==> src/rtl/rv32_pkg.sv <==
// Shared RV32 definitions used by the register file, ALU and shift units.
// Latency: n/a (types, constants and a combinational helper only).
// Backpressure: n/a.
// Contents: XLEN / REG_ADDR_W widths, REG_ZERO index, reg_addr_t / xword_t types,
//           shift_right() helper modelling the srl/sra datapath.
package rv32_pkg;

  localparam int XLEN       = 32;
  localparam int REG_ADDR_W = 5;

  typedef logic [REG_ADDR_W-1:0] reg_addr_t;
  typedef logic [XLEN-1:0]       xword_t;

  localparam reg_addr_t REG_ZERO = 5'd0;

  // Right shift as performed by the shift unit: br_unsign=1 gives srl,
  // br_unsign=0 gives sra (sign bit replicated into the vacated MSBs).
  // The two cases are kept in separate branches so the arithmetic shift
  // never ends up in an unsigned expression context.
  function automatic xword_t shift_right(input xword_t a, input logic [4:0] shamt,
                                         input logic br_unsign);
    xword_t res;
    if (br_unsign) begin
      res = a >> shamt;
    end else begin
      res = xword_t'($signed(a) >>> shamt);
    end
    return res;
  endfunction

endpackage

==> src/rtl/regfile_rdport.sv <==
// One combinational read port of the register file: x0 mask plus optional write forwarding.
// Latency: zero cycles, pure mux from storage (or from the in-flight write data).
// Backpressure: none; the port is always ready and always valid.
// Ports: addr (read index), regs (committed storage x1..xN), byp_en (per-port forwarding enable),
//        fwd_vld/fwd_addr/fwd_data (write being committed this cycle), data (read result).
module regfile_rdport
  import rv32_pkg::*;
#(
  parameter int DATA_W = XLEN,
  parameter int ADDR_W = REG_ADDR_W,
  parameter int NREGS  = 2 ** ADDR_W
) (
  input  logic [ADDR_W-1:0] addr,
  input  logic [DATA_W-1:0] regs [1:NREGS-1],
  input  logic              byp_en,
  input  logic              fwd_vld,
  input  logic [ADDR_W-1:0] fwd_addr,
  input  logic [DATA_W-1:0] fwd_data,
  output logic [DATA_W-1:0] data
);

  logic is_zero;
  logic hit;

  assign is_zero = (addr == ADDR_W'(REG_ZERO));
  // fwd_vld already excludes x0 and the reset cycle; is_zero still takes
  // priority below so x0 reads can never pick up forwarded data.
  assign hit     = byp_en && fwd_vld && (fwd_addr == addr);

  always_comb begin
    data = '0;
    if (!is_zero) begin
      data = hit ? fwd_data : regs[addr];
    end
  end

endmodule

==> src/rtl/regfile.sv <==
// 32 x 32-bit RV32I integer register file: two read ports, one write port, one debug read port.
// Latency: reads are combinational; writes commit on the rising edge of i_clk.
// Backpressure: none; every port accepts a request every cycle.
// Ports: i_clk, i_rst_n (synchronous, active-low); rs1_addr/rs2_addr -> rs1_data/rs2_data;
//        rd_addr/rd_data/rd_wren write port; dbg_addr -> dbg_data (committed state, never forwarded).
module regfile
  import rv32_pkg::*;
#(
  parameter int DATA_W = XLEN,
  parameter int ADDR_W = REG_ADDR_W,
  parameter int BYPASS = 1
) (
  input  logic              i_clk,
  input  logic              i_rst_n,
  input  logic [ADDR_W-1:0] rs1_addr,
  input  logic [ADDR_W-1:0] rs2_addr,
  input  logic [ADDR_W-1:0] rd_addr,
  input  logic [DATA_W-1:0] rd_data,
  input  logic              rd_wren,
  input  logic [ADDR_W-1:0] dbg_addr,
  output logic [DATA_W-1:0] rs1_data,
  output logic [DATA_W-1:0] rs2_data,
  output logic [DATA_W-1:0] dbg_data
);

  localparam int   NREGS  = 2 ** ADDR_W;
  localparam logic BYP_EN = (BYPASS != 0);

  // No storage for x0; reads of index 0 are masked in the read ports.
  logic [DATA_W-1:0] mem [1:NREGS-1];

  logic wr_commit;

  // A write commits only outside reset and never to x0. The same qualifier
  // gates forwarding, so a write dropped by reset is never seen on a read port.
  assign wr_commit = i_rst_n && rd_wren && (rd_addr != ADDR_W'(REG_ZERO));

  always_ff @(posedge i_clk) begin
    if (!i_rst_n) begin
      for (int i = 1; i < NREGS; i++) begin
        mem[i] <= '0;
      end
    end else if (wr_commit) begin
      mem[rd_addr] <= rd_data;
    end
  end

  regfile_rdport #(.DATA_W(DATA_W), .ADDR_W(ADDR_W), .NREGS(NREGS)) u_rd1 (
    .addr     (rs1_addr),
    .regs     (mem),
    .byp_en   (BYP_EN),
    .fwd_vld  (wr_commit),
    .fwd_addr (rd_addr),
    .fwd_data (rd_data),
    .data     (rs1_data)
  );

  regfile_rdport #(.DATA_W(DATA_W), .ADDR_W(ADDR_W), .NREGS(NREGS)) u_rd2 (
    .addr     (rs2_addr),
    .regs     (mem),
    .byp_en   (BYP_EN),
    .fwd_vld  (wr_commit),
    .fwd_addr (rd_addr),
    .fwd_data (rd_data),
    .data     (rs2_data)
  );

  // Debug port always shows committed state, so forwarding is tied off.
  regfile_rdport #(.DATA_W(DATA_W), .ADDR_W(ADDR_W), .NREGS(NREGS)) u_rd_dbg (
    .addr     (dbg_addr),
    .regs     (mem),
    .byp_en   (1'b0),
    .fwd_vld  (wr_commit),
    .fwd_addr (rd_addr),
    .fwd_data (rd_data),
    .data     (dbg_data)
  );

endmodule
==> config.mk <==
export PLATFORM = sky130hd
export DESIGN_NAME = regfile
export DESIGN_NICKNAME = d
export VERILOG_FILES = /design/src/rtl/rv32_pkg.sv /design/src/rtl/regfile_rdport.sv /design/src/rtl/regfile.sv
export SDC_FILE = /design/constraint.sdc
export NUM_CORES = 2
export LEC_CHECK = 0
export ABC_AREA = 0
export CORE_MARGIN = 2
export CORE_UTILIZATION = 50
export DETAILED_ROUTE_END_ITERATION = 12
export MAX_ROUTING_LAYER = met4
export PLACE_DENSITY = 0.73
export SLEW_MARGIN = 10
export SYNTH_ARGS = -nofsm -noshare
export SYNTH_HDL_FRONTEND = slang
export SYNTH_HIERARCHICAL = 1
export SYNTH_SLANG_ARGS = --single-unit
==> constraint.sdc <==
create_clock -name i_clk -period 3.33 [get_ports i_clk]
set_input_delay 0.333 -clock i_clk [delete_from_list [all_inputs] [get_ports i_clk]]
set_output_delay 0.333 -clock i_clk [all_outputs]
set_load 0.01 [all_outputs]
Word-level counts from Yosys, hierarchy flattened
Index checks and enable logic that the tools add are counted.

Flip-flop bits (word level): 992. Input port bits: 55.

Order comparisons: 5. Equal/unequal tests: 2. Muxes and demuxes: 17. Bitwise operators: 4. Reduce and logical (&&, ||, !) cells: 9.

Operators with widths (number): bitwise mux 992 bit (1); binary-select mux 32 bit (select 5 bit) (3); two-way mux 32 bit (12); demux 32 bit (select 5 bit) (1); >= comparator 6 bit, second input constant (4); NOT 5 -> 6 bit (4); logical NOT 5 bit (3); equality test 5 bit (2); less-than comparator 6 x 1 -> 1 bit, second input constant (1); logical AND 1 bit (5); nonzero test 5 bit (1).

Depth between registers and ports, before layout
Word-level depth: 6. Mapped depth: 11.

By module
Netlist, hierarchy kept.

Modules (own cells, without submodules): regfile (times used 1, cells each 4372, area each 36212.2 um^2, sequential area each 19859.0 um^2); regfile_rdport (times used 3, cells each 786, area each 8222.9 um^2, sequential area each 0.0 um^2).

Least setup slack after synthesis
OpenSTA, ideal clock, no wires.

Path kind: in2out. Start: in i_rst_n. End: out rs1_data[11]. Arrival time: 2.286 ns. Slack: 0.711 ns. Stages: 11. Path through: buf_4 buf_2 buf_2 buf_1 nand2_1 a21oi_1 nand4_1 and3b_1 buf_6 buf_6 a221o_1.

Cells in the longest elaborated chain, start to end: 5.

Ends and longest elaborated chain: start, declared (line regfile.sv:14) `input logic i_rst_n,`; logical AND 1 bit (2 in a row) (line regfile.sv:36) `assign wr_commit = i_rst_n && rd_wren && (rd_addr != ADDR_W'(REG_ZERO));`; via wr_commit (line regfile.sv:32) `logic wr_commit;`; logical AND 1 bit (line regfile_rdport.sv:28) `assign hit = byp_en && fwd_vld && (fwd_addr == addr);`; two-way mux 32 bit (line regfile_rdport.sv:33) `data = hit ? fwd_data : regs[addr];`; two-way mux 32 bit (line regfile_rdport.sv:32) `if (!is_zero) begin`; end, declared (line regfile.sv:21) `output logic [DATA_W-1:0] rs1_data,`.

The timed path passes the listed nets, and every way through them passes these cells.

Final worst setup path
Start: in i_rst_n. End: out rs1_data[17].

The elaborated chain is that of the path after synthesis.

==> results.md <==
* Clock latency of the later-clocked register in the worst-skew pair at 0.73 ns
* Proportion of synthesized chip area in sequential cells at 32.62%
* Count of port buffers added during placement at 150
* Worst Path Max Fanout at 16
* I/O pin cnt at 151
* 1st-pass router iterations at 10
* Final worst hold slack at 0.4243 ns
* Slew Viols, Final at 68
* Synthesized instance count at 6730
* Post-DR wirelength/cell at 31.18 µm
* Largest net degree at the start of global routing at 154
* Count of warnings emitted by yosys at 6
* Wire length of the first global-routing pass at 387100 µm
* Number of flip-flops in the largest register at 992
* Die width at around 350 µm
* H-tree levels at 3
* Nets@finish at roughly 6900
* Power density over cell area at 411.0 nW/µm²
* Number of nets with antenna violations after detailed routing at 0
* # DRC at 0
* Failing checks: max-slew violations, negative setup slack
* Post-synthesis mux area share at between 20 and 30%
* Final hold violations at 0
* Setup slack of the critical path after layout at -0.1400 ns
* Worst hold path class: in -> reg
* Half-perimeter wire length after detailed placement at roughly 170000 µm
* Area Overhead vs Synth at 17.59%
* Clock slew at the register clock pins of the worst setup and hold paths at ~0.060 ns
* Sequential cell area in the final layout at 19860 µm²
* Antenna violations before repair at 17
* Total via count after detailed routing at approximately 62000
* Max clock buf depth at 3
* Die Footprint at 124600 µm²
* Number of library cell types mapped by synthesis at 45
* Final period util at 104.2%
* Placed instance area at 67290 µm²
* Startpoint kind of the worst setup timing path: input port
* Basic-gate share of the synthesized area counting and, or, nand and nor cells at between 10% and 20%
* Worst reg2reg startpoint: mem[866]
* Largest family of logic cells by synthesized area: multiplexers
* Post-synth design cell area at 60880 µm²
* Detailed-route vias per instance at 7.243
* Met3 GRT Util at 17.13%
* Instance count along the most critical hold path at 4
* Largest registers: mem x992
* Starting density of the core at 50.22%
* Post-synthesis adder-cell area fraction at 0%
* Area of combinational cells with multiple inputs at 37610 µm²
* Required time worst endpoint at ~3.0 ns
* Reg2Reg Setup Slack at 2.55 ns
* Overall routed net length at 266300 µm
* Register containing the most flip-flops in the final layout: mem
* Die extent in y at 352.9 µm
* Leakage at 25.50 nW
* Xor/xnor share of the synthesized area at less than 1%
* Post-synthesis compound-gate area fraction at 14.54%
* Post-layout minimum cycle time at 3.470 ns
* Post-Place Cells at 8311
* Worst clock skew at 0 ns
* Global placer's final weighted congestion at 1.064
* Total Neg Setup Slack at -0.8961 ns
* Post-synth top flop: dfxtp_1
* Flip-flop and latch count after synthesis at 992
* Non-filler instance count after layout at 8540
* Maximum vdd ir drop at 0.0004109 V
* Overall Power at 29.42 mW
* Post-route cell area at 71590 µm²
* Average instance area after synthesis at around 9.0 µm²
* Reg-to-reg endpoint: mem[866]
* Layout cells sized above 1 at between 20% and 30%
* Worst slew margin at -146.7%
* Max cap viols at 0
* Type of the setup path with the least slack: in -> out
* Clock tree from TritonCTS: done
* Cts bufs inserted at about 110
* Outcome: complete, but fails checks
* Actual transition at the worst max-transition pin at 3.690 ns
* Number of inserted filler cells in the final layout at 10140
* Launch instance of the worst min-delay path: rd_data[17]
* Post-synth EDFFs at 0
* Hold-critical path endpoint: mem[177]
* Number of global-route vias before repair at 58080
* Count of standard-cell rows at 128
* Share of synthesized flip-flops with an asynchronous set or reset at 0%
* Met1 track demand over resource in global routing at between 50% and 60%
* GRT Overall Usage at 42.35%
* Worst endpoint data arrival time at 3.14 ns
* Sinks on the clock net at 992
* Finish-stage setup viols at 15
* GRT met2 Usage at 57.61%
* Path depth of the worst reg2reg path at 2
* Type of element capturing the critical path: primary output
* GRT busiest layer: met2
* Root buf cell: clkbuf_16
* Core Area at 121200 µm²
* Timing-limited maximum frequency at 288.2 MHz
* Global route total overflow at 0
* Iteration-0 DRC count of the detailed router at 10910
[layer usage]
| layer | share of wire (%) | wire length (µm) |
|---|---|---|
| met1 | 34 | 91450 |
| met3 | 18 | 48150 |
| met2 | 41 | 108400 |
| met5 | 0 | 0 |
| met4 | 6.9 | 18290 |
[metrics by stage]
stage / setup WS [ns] / util, %
floorplan: 0.7114 / -
global placement: -0.4829 / 55.50
detailed placement: -0.4743 / 55.50
CTS: -0.001058 / 58.75
global route: -0.1084 / 59.04
finish: -0.1400 / 59.05
[critical path, stage by stage]
cell,delay (ns)
dlygate4sd3_1,0.57
buf_8,0.19
nand2_1,0.08
a21oi_1,0.31
nand4_1,0.29
and3b_2,0.33
buf_12,0.18
a221o_1,0.36
clkdlybuf4s50_1,0.50
[layout make-up]
type / count / area share [%]
well taps: 1625 / 2.840
flip-flops and latches: 992 / 27.74
diodes: 18 / 0.06292
repair buffers: 807 / 11.54
clock inverters: 49 / 0.8599
multi-input cells: 4894 / 52.53
clock buffers: 155 / 4.429
[how the worst max path moves through the flow]
stage / from / to / cells past startpoint
floorplan: i_rst_n / rs1_data[11] / 11
global placement: rd_addr[3] / rs2_data[1] / 9
detailed placement: rd_addr[3] / rs2_data[1] / 9
CTS: rs1_addr[4] / rs1_data[19] / 9
global route: i_rst_n / rs1_data[16] / 9
finish: i_rst_n / rs1_data[17] / 9
[Yosys cell counts, types with 40 or more instances]
master	number	area share, %
nor2_1	145	0.89
buf_2	254	2.1
a211oi_1	147	1.8
a221o_1	45	0.74
nor3_1	93	0.76
and3_1	46	0.47
clkbuf_1	432	2.7
mux4_2	576	21
nand2_1	1086	6.7
mux2i_1	186	3.1
buf_4	40	0.49
a22oi_1	93	1.1
mux2_2	198	3.7
buf_1	74	0.46
o21ai_1	65	0.53
a21oi_1	49	0.40
a221oi_1	93	1.3
o22ai_1	189	1.9
nor2b_1	117	1.2
o21ai_0	795	6.5
nor4_1	51	0.52
dfxtp_1	992	33
nand3_1	809	6.7
[report_power, final]
group / internal (mW) / switching (mW)
Clock: 7.55 / 5.46
Combinational: 1.59 / 2.80
Sequential: 11.9 / 0.0793
Total: 21.1 / 8.33
[cells by family (layout without fill, tap and decap cells)]
logic type | after synthesis | in the layout
compound gates | 1482 | 1482
buf+inv | 845 | 1011
other cells | 2 | 21
mux | 960 | 960
simple gates | 2434 | 2434
xor+xnor | 15 | 15
flops | 992 | 992
[layout by cell type (no fill, tap or decap), types with 28 or more instances in the layout]
cell type,instances
mux4_2,576
nor2_1,130
mux2_2,198
o21ai_1,66
clkbuf_8,28
o21ai_0,794
clkdlybuf4s50_1,86
and3_1,45
clkbuf_16,109
a21oi_1,42
nor4_1,45
mux2i_1,186
o22ai_1,180
dfxtp_1,992
nand3_1,809
nor2b_1,110
a211oi_1,131
nand2_1,1084
buf_12,141
a22oi_1,87
a221oi_1,93
buf_4,512
nor3_1,88
a221o_1,43
[repair_timing]
action,in CTS,in global routing
cloned,0,0
hold buffers,1,0
pin swaps,2,9
endpoints found under the setup margin,73,61
endpoints found under the hold margin,2,0
resized for setup,63,82
setup buffers,3,3
No activity file was read; power rests on OpenSTA's default activity.
